===== config.mk =====
export PLATFORM = sky130hd
export DESIGN_NAME = ram_data_arbiter
export DESIGN_NICKNAME = d
export VERILOG_FILES = /design/src/rtl/ram_arb_pkg.sv /design/src/rtl/ram_data_arbiter_rr_arbiter2.sv /design/src/rtl/ram_data_arbiter.sv
export SDC_FILE = /design/constraint.sdc
export NUM_CORES = 1
export LEC_CHECK = 0
export ABC_AREA = 1
export BUFFER_PORTS_ARGS = -buffer_cell sky130_fd_sc_hd__buf_4
export CORE_AREA = 2 2 124 126
export DETAILED_ROUTE_END_ITERATION = 6
export DIE_AREA = 0 0 126 128
export GPL_ROUTABILITY_DRIVEN = 0
export PLACE_DENSITY = 0.79
export SYNTH_ARGS = -nofsm -noshare
export SYNTH_HDL_FRONTEND = slang
export SYNTH_SLANG_ARGS = --single-unit
export TNS_END_PERCENT = 30

===== constraint.sdc =====
create_clock -name clk -period 3 [get_ports clk]
set_input_delay 0.15 -clock clk [delete_from_list [all_inputs] [get_ports clk]]
set_output_delay 0.15 -clock clk [all_outputs]
set_load 0.02 [all_outputs]

===== src/rtl/ram_arb_pkg.sv =====
// Shared types for the RAM data-port arbiter: FSM states, master ids and the
// request field bundle latched toward the RAM.
package ram_arb_pkg;

  typedef enum logic [1:0] {
    IDLE     = 2'd0,
    ISSUE    = 2'd1,
    WAIT_END = 2'd2,
    DONE     = 2'd3
  } arb_state_t;

  localparam logic M0 = 1'b0;
  localparam logic M1 = 1'b1;

  typedef struct packed {
    logic        we;
    logic [3:0]  be;
    logic [31:0] addr;
    logic [31:0] wdata;
  } req_fields_t;

  function automatic req_fields_t pack_fields(input logic        we,
                                              input logic [3:0]  be,
                                              input logic [31:0] addr,
                                              input logic [31:0] wdata);
    req_fields_t f;
    f.we    = we;
    f.be    = be;
    f.addr  = addr;
    f.wdata = wdata;
    return f;
  endfunction

endpackage


===== src/rtl/ram_data_arbiter_rr_arbiter2.sv =====
// Two-way arbiter with a round-robin pointer; fixed_prio_i makes m0 win ties.
// The pointer remembers which master to favour on the next simultaneous request.
module rr_arbiter2
  import ram_arb_pkg::*;
(
  input  logic       clk,
  input  logic       reset,
  input  logic [1:0] req_i,
  input  logic       update_i,
  input  logic       fixed_prio_i,
  output logic [1:0] gnt_o,
  output logic       gnt_id_o
);

  logic ptr_q, ptr_d;

  always_comb begin
    gnt_id_o = M0;
    if (req_i == 2'b11) begin
      gnt_id_o = fixed_prio_i ? M0 : ptr_q;
    end else if (req_i[1]) begin
      gnt_id_o = M1;
    end
    gnt_o = 2'b00;
    if (|req_i) begin
      gnt_o = gnt_id_o ? 2'b10 : 2'b01;
    end
    ptr_d = ptr_q;
    if (update_i && |req_i) begin
      ptr_d = ~gnt_id_o;
    end
  end

  always_ff @(posedge clk) begin
    if (!reset) begin
      ptr_q <= M0;
    end else begin
      ptr_q <= ptr_d;
    end
  end

endmodule


===== src/rtl/ram_data_arbiter.sv =====
// Shares the RAM data port between two masters: arbitrates in IDLE, runs the
// require/begin/end handshake, and routes read data, done and error back.
//
// state    | meaning
// IDLE     | no transfer; arbitrate and latch the winner's fields
// ISSUE    | s_require high, waiting for s_begin (or an early s_end)
// WAIT_END | request accepted, waiting for s_end
// DONE     | one-cycle done (and error on timeout) to the owning master
module ram_data_arbiter
  import ram_arb_pkg::*;
#(
  parameter int PRIORITY_MODE  = 0,
  parameter int TIMEOUT_CYCLES = 64
) (
  input  logic        clk,
  input  logic        reset,
  input  logic        m0_require,
  input  logic        m0_write_enable,
  input  logic [3:0]  m0_byte_enable_map,
  input  logic [31:0] m0_address,
  input  logic [31:0] m0_write,
  output logic [31:0] m0_read,
  output logic        m0_done,
  output logic        m0_error,
  input  logic        m1_require,
  input  logic        m1_write_enable,
  input  logic [3:0]  m1_byte_enable_map,
  input  logic [31:0] m1_address,
  input  logic [31:0] m1_write,
  output logic [31:0] m1_read,
  output logic        m1_done,
  output logic        m1_error,
  output logic        s_require,
  output logic        s_write_enable,
  output logic [3:0]  s_byte_enable_map,
  output logic [31:0] s_address,
  output logic [31:0] s_write,
  input  logic [31:0] s_read,
  input  logic        s_begin,
  input  logic        s_end,
  output logic        busy,
  output logic        grant_id
);

  localparam int CW = $clog2(TIMEOUT_CYCLES);
  localparam logic [CW-1:0] TMO_LAST = CW'(TIMEOUT_CYCLES - 1);

  arb_state_t  state_q;
  req_fields_t fields_q;
  logic        s_require_q;
  logic        grant_q;
  logic [CW-1:0] cnt_q;
  logic [31:0] m0_read_q, m1_read_q;
  logic        m0_done_q, m1_done_q, m0_error_q, m1_error_q;

  logic [1:0]  gnt;
  logic        gnt_id;
  req_fields_t m0_fields, m1_fields;

  assign m0_fields = pack_fields(m0_write_enable, m0_byte_enable_map, m0_address, m0_write);
  assign m1_fields = pack_fields(m1_write_enable, m1_byte_enable_map, m1_address, m1_write);

  rr_arbiter2 u_arb (
    .clk          (clk),
    .reset        (reset),
    .req_i        ({m1_require, m0_require}),
    .update_i     (state_q == IDLE),
    .fixed_prio_i (PRIORITY_MODE != 0),
    .gnt_o        (gnt),
    .gnt_id_o     (gnt_id)
  );

  always_ff @(posedge clk) begin
    if (!reset) begin
      state_q     <= IDLE;
      fields_q    <= '0;
      s_require_q <= 1'b0;
      grant_q     <= M0;
      cnt_q       <= '0;
      m0_read_q   <= '0;
      m1_read_q   <= '0;
      m0_done_q   <= 1'b0;
      m1_done_q   <= 1'b0;
      m0_error_q  <= 1'b0;
      m1_error_q  <= 1'b0;
    end else begin
      m0_done_q  <= 1'b0;
      m1_done_q  <= 1'b0;
      m0_error_q <= 1'b0;
      m1_error_q <= 1'b0;
      case (state_q)
        IDLE: begin
          if (|gnt) begin
            fields_q    <= gnt[1] ? m1_fields : m0_fields;
            grant_q     <= gnt_id;
            s_require_q <= 1'b1;
            cnt_q       <= '0;
            state_q     <= ISSUE;
          end
        end
        ISSUE, WAIT_END: begin
          // An s_end without a prior s_begin counts as accept-and-finish.
          if (s_end || cnt_q == TMO_LAST) begin
            s_require_q <= 1'b0;
            state_q     <= DONE;
            if (grant_q == M1) begin
              m1_done_q  <= 1'b1;
              m1_error_q <= ~s_end;
              m1_read_q  <= s_end ? s_read : 32'h0;
            end else begin
              m0_done_q  <= 1'b1;
              m0_error_q <= ~s_end;
              m0_read_q  <= s_end ? s_read : 32'h0;
            end
          end else begin
            cnt_q <= cnt_q + CW'(1);
            if (state_q == ISSUE && s_begin) begin
              s_require_q <= 1'b0;
              state_q     <= WAIT_END;
            end
          end
        end
        DONE: begin
          state_q <= IDLE;
        end
        default: state_q <= IDLE;
      endcase
    end
  end

  assign s_require         = s_require_q;
  assign s_write_enable    = fields_q.we;
  assign s_byte_enable_map = fields_q.be;
  assign s_address         = fields_q.addr;
  assign s_write           = fields_q.wdata;
  assign m0_read           = m0_read_q;
  assign m1_read           = m1_read_q;
  assign m0_done           = m0_done_q;
  assign m1_done           = m1_done_q;
  assign m0_error          = m0_error_q;
  assign m1_error          = m1_error_q;
  assign busy              = (state_q != IDLE);
  assign grant_id          = grant_q;

endmodule


* Word level (Yosys, flattened, before mapping)
Cells that the tools add are included.
W data, S select, Z words.
** Word-level totals
- Register bits :: 148
- Input bits :: 176
** Operators by class
- Reduce and logical (&&, ||, !) cells :: 18
- Add/sub/neg operators :: 1
- Bitwise operators :: 6
- Muxes and demuxes :: 19
- Equal/unequal tests :: 8
** Operators by type and width (count)
- $mux W69 :: 1
- $mux W32 :: 1
- $reduce_and A3 Y1 :: 5
- $mux W6 :: 2
- $pmux W6 S2 :: 1
- $mux W2 :: 5
- $mux W1 :: 7
- $add A6 B1 Y6 const B :: 1
- $eq A2 B2 Y1 const B :: 3
- $eq A6 B6 Y1 const B :: 1
- $not A1 Y1 :: 6
- $pmux W2 S3 :: 1
- $reduce_or A2 Y1 :: 3
- $ne A2 B2 Y1 const B :: 2
- $reduce_and A2 Y1 :: 2
- $reduce_and A4 Y1 :: 1
- $reduce_bool A2 Y1 :: 2
- $reduce_or A4 Y1 :: 1
- $ne A3 B3 Y1 const B :: 1
- $eq A2 B1 Y1 const B :: 1
- $logic_and A1 B1 Y1 :: 2
- $logic_not A2 Y1 :: 1
- $pmux W1 S2 :: 1
- $logic_or A1 B1 Y1 :: 1

* Longest topological paths before layout
Gate-level depths: netlist of the first run.
- Depth in word-level cells :: 7
- Gate-level depth with buffers :: 11

* Hierarchy
From an unflattened synthesis of the first run, not the netlist that was laid out.
** Unflattened totals
- Cell total of the unflattened synthesis :: 799
- Area total of the unflattened synthesis :: 6165.9 um^2
** By module, submodules not included
- ram_data_arbiter :: times used 1, cells each 783, seq. area each 2942.8 um^2, area each 6085.8 um^2
- rr_arbiter2 :: times used 1, cells each 16, seq. area each 20.0 um^2, area each 80.1 um^2

* Worst setup path after synthesis of the first run
Ideal clock, no wire load.
- Kind :: register -> register
- Start :: reg state_q[0]
- End :: reg fields_q (netlist bit s_address[3])
- Stages on the path, launching flop included :: 10
- Data arrival time :: 1.445 ns
- Data required time :: 2.943 ns
- Path buffers :: 1
- Slack :: 1.498 ns
- Clock period less this slack :: 1.502 ns
- Cells stage by stage :: dfxtp_1 > inv_1 > ha_1 > inv_1 > nor2_2 > clkbuf_1 > nand2_1 > nand3_1 > nand2_1 > inv_1
** Between the ends
- Cells in the longest elaborated chain, start to end :: 2
** RTL lines
- from (decl) :: line ram_data_arbiter.sv:48 : arb_state_t state_q;
- from (signal assigned) :: line ram_data_arbiter.sv:75 : state_q <= IDLE;
- from (signal assigned) :: line ram_data_arbiter.sv:98 : state_q <= ISSUE;
- from (signal assigned) :: line ram_data_arbiter.sv:105 : state_q <= DONE;
- $logic_not A2 Y1 :: line ram_data_arbiter.sv:91 : case (state_q)
- $reduce_and A2 Y1 (no source line)
- to (signal assigned) :: line ram_data_arbiter.sv:94 : fields_q <= gnt[1] ? m1_fields : m0_fields;
- to (decl) :: line ram_data_arbiter.sv:49 : req_fields_t fields_q;
No other way between the ends.
A chain may end at the register's enable or synchronous reset.

* Final worst setup path of the first run
- Start :: reg state_q[0]
- End :: reg fields_q (netlist bit s_address[6])
The elaborated chain is that of the path after synthesis.

==> metrics, run 1 <==
post-synthesis xor/xnor area fraction 0.146%; max_cap viols 0; final setup vio count 0; Peak VDD IR roughly 0.00039 V; combinational fraction of design power 38.7%; leakage 4.52 nW; Synth top area share between 40% and 50%; IO buf count 315; Worst setup SP type flop; RSZ-0062 raised after global routing false; min Tclk post-route 2660 ps; fin area 9860 um^2; Final HPWL DP 14.2 mm; most frequent cells in the layout 324 x buf_4, 321 x nand2_1, 148 x dfxtp_1, 73 x dlygate4sd3_1, 71 x a21oi_1; die width ~130 um; WP data required between 3000 and 4000 ps; first-pass GRT wire length 35.2 mm; simple-gate share of the synthesized area 30.6%; initial antenna violation count 0; core area about 15000 um^2; drt wl/cell 16.6 um; Worst Path Arrival 3020 ps; pwr dens 830 nW/um^2; die area 16100 um^2; Avg Cell Area, Syn about 7.3 um^2; post-synthesis register bit count 148; grt ovf 0; RR Endpoint s_address[6]; post-synthesis mux area share 0%; total clock sinks between 100 and 150; clk_skew 9.55 ps; worst flop-to-flop path startpoint state_q[0]; Sw Ratio 37.4%; drt total wl 22.8 mm; vias in the first global route 6957; Area after DPL 8450 um^2; Detailed Routing Iterations Pass 1 5; DRT iter0 DRCs 525; Die H 128 um; mapped cell area about 6000 um^2; Net Count, Synth 995; Top FF cell, synth dfxtp_1; cell taking the most area after synthesis dfxtp_1; status complete, no violations; vias 7277; vias per cell around 5.3; post-CTS sizing 0; worst slew pin tran 653 ps; NetSw 3.06 mW; EDFF count, synth 0; fin crit share 88.6%; count of final max-slew check failures 0; Skew-Pair Late Insertion Delay between 400 and 500 ps; fmax 0.376 GHz; crit end category flop; Worst Setup SP state_q[0]; Hold Path Class in -> reg; sequential area share after synthesis 49.5%; Post-layout nets roughly 1300; DR DRC count 0; Setup crit end s_address[6]; Reg clk slew, reported paths 60 ps; Adder-Cell Fraction of Synth Area 0.836%; Antenna Cells 0; Num CTS Buffers 17; row cnt 45; Mapped Cells 815; CTS root buffer clkbuf_16; CP max FO 37; share of power burned in registers a little under a third; Initial Utilization 40.3%; total power 8.18 mW; Final ANT Viol Nets 0; main combinational cell family by area after synthesis simple AND/OR/NAND/NOR gates; worst reg2reg setup slack 340 ps; total I/O pin count 316; R2R cell count 10; Slew headroom 56.5%; number of buffers on the longest clock path 2; async set-or-reset flop fraction in the synthesized netlist 0%; Clock power frac 29.5%; Pint 5.12 mW; GRT Util Overall about 27%; most common cell after layout, fill and taps aside buf_4; CTS tree done; Ys Warns 0; Crit Path Class reg -> reg; Area contributors post-synth dfxtp_1 50%, nand2_1 20%, nand4_1 7.2%; layout cells sized above 1 a little under a third; Compound-Gate Fraction of Synth Area about an eighth; largest net degree at the start of global routing roughly 70; HP Start m1_address[4]; Final Hold Viols 0; H-tree depth 4; total negative slack 0 ps; Unique masters post-synth 24; Area Growth Syn to Fin 64.7%
## through the flow
stage	hold slack [ps]	setup slack, ps	util (%)	cells
3_3_place_gp	407	1070	56.9	1265
5_1_grt	6.69	205	66.3	1370
3_5_place_dp	416	963	56.9	1265
2_1_floorplan	307	1500	-	815
4_1_cts	0.431	439	66.3	1370
6_report	19.1	341	66.3	1370
## how the worst min path moves through the flow
stage / endpoint / cells after the start / slack (ps)
final: s_address[4] / 3 / 20
after floorplan: s_address[18] / 2 / 310
after detailed placement: s_address[25] / 3 / 420
after global routing: s_address[9] / 3 / 7
after global placement: s_address[16] / 3 / 410
after CTS: s_address[4] / 3 / 0.4
## kinds of logic (layout without fill, tap and decap cells)
group | after synthesis | after routing
compound gates | 128 | 128
xor+xnor | 1 | 1
fa+ha+maj | 4 | 4
buf+inv | 102 | 469
flops | 148 | 148
simple gates | 432 | 432
## sequential cells by signal (all words and copies together), names as in the netlist, 2 cells and up
register           cells
m0_read               32
m1_read               32
s_address             32
s_write               32
cnt_q                  6
s_byte_enable_map      4
state_q                2
## cell usage after synthesis, types with 2 or more instances
cell and instances:
ha_1 4, nand3_1 26, nand2_1 321, buf_2 16
buf_1 4, a21oi_1 71, nor2_1 15, clkinv_1 2
dfxtp_1 148, a31oi_1 51, inv_2 2, clkbuf_1 43
inv_1 33, nand4_1 69
## routing by layer
layer,wire length [um],global-route usage (%),vias up
met5,0,0,-
met4,1130,14.7,0
met3,2040,7.22,77
met2,10900,45.2,404
met1,8660,31.8,3370
li1,-,-,3426
## final cells by class
cell class	count	area (um^2)
tap	188	235
fill	1162	5010
sequential	148	2960
clock inverter	13	219
clock buffer	19	453
multi-input combinational	565	2620
inverter	37	140
timing repair buffer	400	3220
## power by group through the flow
stage	logic (mW)	registers (mW)	clock network, mW
floorplan	1.28	3.07	0
global placement	2.90	2.61	0
detailed placement	2.94	2.62	0
CTS	3.11	2.59	2.45
global route	3.38	2.64	2.54
finish	3.17	2.60	2.41
## timing repair
| item | CTS | global route |
|---|---|---|
| endpoints found under the hold margin | 50 | 0 |
| setup endpoints to repair | 0 | 0 |
| buffers inserted | 0 | 0 |
| hold buffers | 73 | 0 |
## worst max-delay path, stage by stage (launching register included)
cell,delay [ps]
dfxtp_1,310
inv_1,100
ha_2,230
o21ai_4,150
inv_2,100
nand2_1,70
inv_2,480
buf_12,280
nand2_1,110
a31oi_1,170
dlygate4sd3_1,570
No activity file was read; power rests on OpenSTA's default activity.
==> inputs of run 2 (changes only) <==
CORE_AREA = unset   (was 2 2 124 126)
CORE_UTILIZATION = 41   (was unset)
DIE_AREA = unset   (was 0 0 126 128)
PLACE_DENSITY = 0.83   (was 0.79)
clock period = 2.4 ns   (was 3 ns; I/O delays follow)
==> run 2 against run 1 <==
  * Clock power rose by 20%
  * Register-to-register slack got worse by 250 ps
  * Worst setup slack got worse by 250 ps
  * Die area shrank 6.5%
  * Combinational power grew 43%
  * Critical endpoint is now s_write[19]
  * Global-route usage rose by 9.9 points
  * Clock skew is 1.7 ps higher
  * Largest power group unchanged
  * Total power rose by 31%
  * Critical path type unchanged
==> metrics, run 2 (synthesis results as in run 1) <==
status complete, no violations; pwr dens 993 nW/um^2; Num CTS Buffers 17; Slew headroom 63.3%; drt total wl ~29 mm; most common cell after layout, fill and taps aside buf_4; most frequent cells in the layout 328 x buf_4, 320 x nand2_1, 163 x dlygate4sd3_1, 148 x dfxtp_1, 71 x a21oi_1; H-tree depth 4; DR DRC count 0; crit end category flop; Detailed Routing Iterations Pass 1 5; pre-CTS setup slack 521 ps; Fillers 823; die width between 100 and 150 um; drt wl/cell 19.7 um; GRT Util Overall between 30% and 40%; Skew-Pair Late Insertion Delay roughly 430 ps; worst reg2reg setup slack approximately 89 ps; Final ANT Viol Nets 0; Worst Path Arrival around 2600 ps; Hold Path Class in -> reg; worst slew pin tran 550 ps; grt ovf 0; core area 14000 um^2; row cnt 43; count of final max-slew check failures 0; IO buf count 315; Post-layout nets 1446; clk_skew 11.2 ps; first-pass GRT wire length 42.4 mm; Worst setup SP type flop; total negative slack 0 ps; fin crit share between 90% and 100%; total clock sinks 148; min Tclk post-route 2310 ps; Final Hold Viols 0; WP data required 2710 ps; Area Growth Syn to Fin 80.4%; final setup vio count 0; die area 15100 um^2; HP Start s_read[4]; Register Area a little under 3000 um^2; fmax 0.433 GHz; vias per cell about 5.7; Peak VDD IR roughly 0.00054 V; vias roughly 8300; max_cap viols 0; Antenna Cells 0; Reg clk slew, reported paths 70 ps; initial antenna violation count 0; largest net degree at the start of global routing 65; RR Endpoint s_write[19]; total I/O pin count 316; Die H 123 um; setup slack after layout roughly 89 ps; R2R cell count 9; Crit Path Class reg -> reg; Final HPWL DP 14.2 mm; leakage ~4.9 nW; Initial Utilization 42.6%; layout cells sized above 1 29.2%; CTS tree done; DRT iter0 DRCs 845; Hold EP m0_read[4]; Multi-input gate area between 2000 and 3000 um^2; vias in the first global route 8207; Hold Crit Depth 3; CTS root buffer clkbuf_16; number of buffers on the longest clock path 2; CP max FO 13; worst flop-to-flop path startpoint state_q[0]; RSZ-0062 raised after global routing false
-- run 2: critical path, cell delays in order (launching register included) --
cell           delay (ps)
dfxtp_1               330
inv_1                  70
ha_2                  210
o21ai_4               160
inv_2                  90
nand2_2               210
clkinv_2              280
nand2_1               140
a31oi_1               100
dlygate4sd3_1         590
-- run 2: area by class of cell --
| class | instances | area share, % |
|---|---|---|
| flip-flops and latches | 148 | 27.4 |
| multi-input cells | 565 | 24.4 |
| well taps | 180 | 2.09 |
| clock buffers | 20 | 4.23 |
| repair inverters | 1 | 0.0464 |
| inverters | 37 | 1.37 |
| repair buffers | 496 | 38.8 |
| clock inverters | 12 | 1.66 |
-- run 2: what timing repair did --
| item | in CTS | in global routing |
|---|---|---|
| buffers inserted | 0 | 4 |
| endpoints found under the setup margin | 0 | 41 |
| resized for setup | 0 | 10 |
| hold endpoints to repair | 119 | 0 |
| hold buffers | 163 | 0 |
-- run 2: metal layers --
metal  vias to the layer above  GRT usage, %  share of wire [%]
met1                      3798          39.0                 34
met2                       695          60.7                 46
met5                         -             0                  0
met3                       202          11.5                 11
li1                       3630             -                  -
met4                         0          30.0                8.8
-- run 2: how the worst max path moves through the flow --
stage | from | to | slack, ps
floorplan | state_q[0] | s_address[3] | 900
global placement | state_q[0] | s_address[26] | 580
detailed placement | state_q[0] | s_address[29] | 520
CTS | state_q[0] | s_write[3] | 20
global route | state_q[0] | s_write[19] | 10
finish | state_q[0] | s_write[19] | 90
-- run 2: per-stage QoR --
step	cell area, um^2	instances	power [mW]	util, %	hold slack, ps
CTS	10700	1454	10.3	76.5	1.70
floorplan	5980	815	5.44	-	277
global route	10800	1459	11.1	76.9	17.3
global placement	8470	1259	6.90	60.3	376
detailed placement	8470	1259	6.96	60.3	385
finish	10800	1459	10.7	76.9	18.9
-- run 2: power by group --
group	internal (mW)	switching (mW)	total (mW)
registers	2.96	0.336	3.30
logic	1.81	2.72	4.53
clock network	1.80	1.10	2.90
total	6.57	4.16	10.7
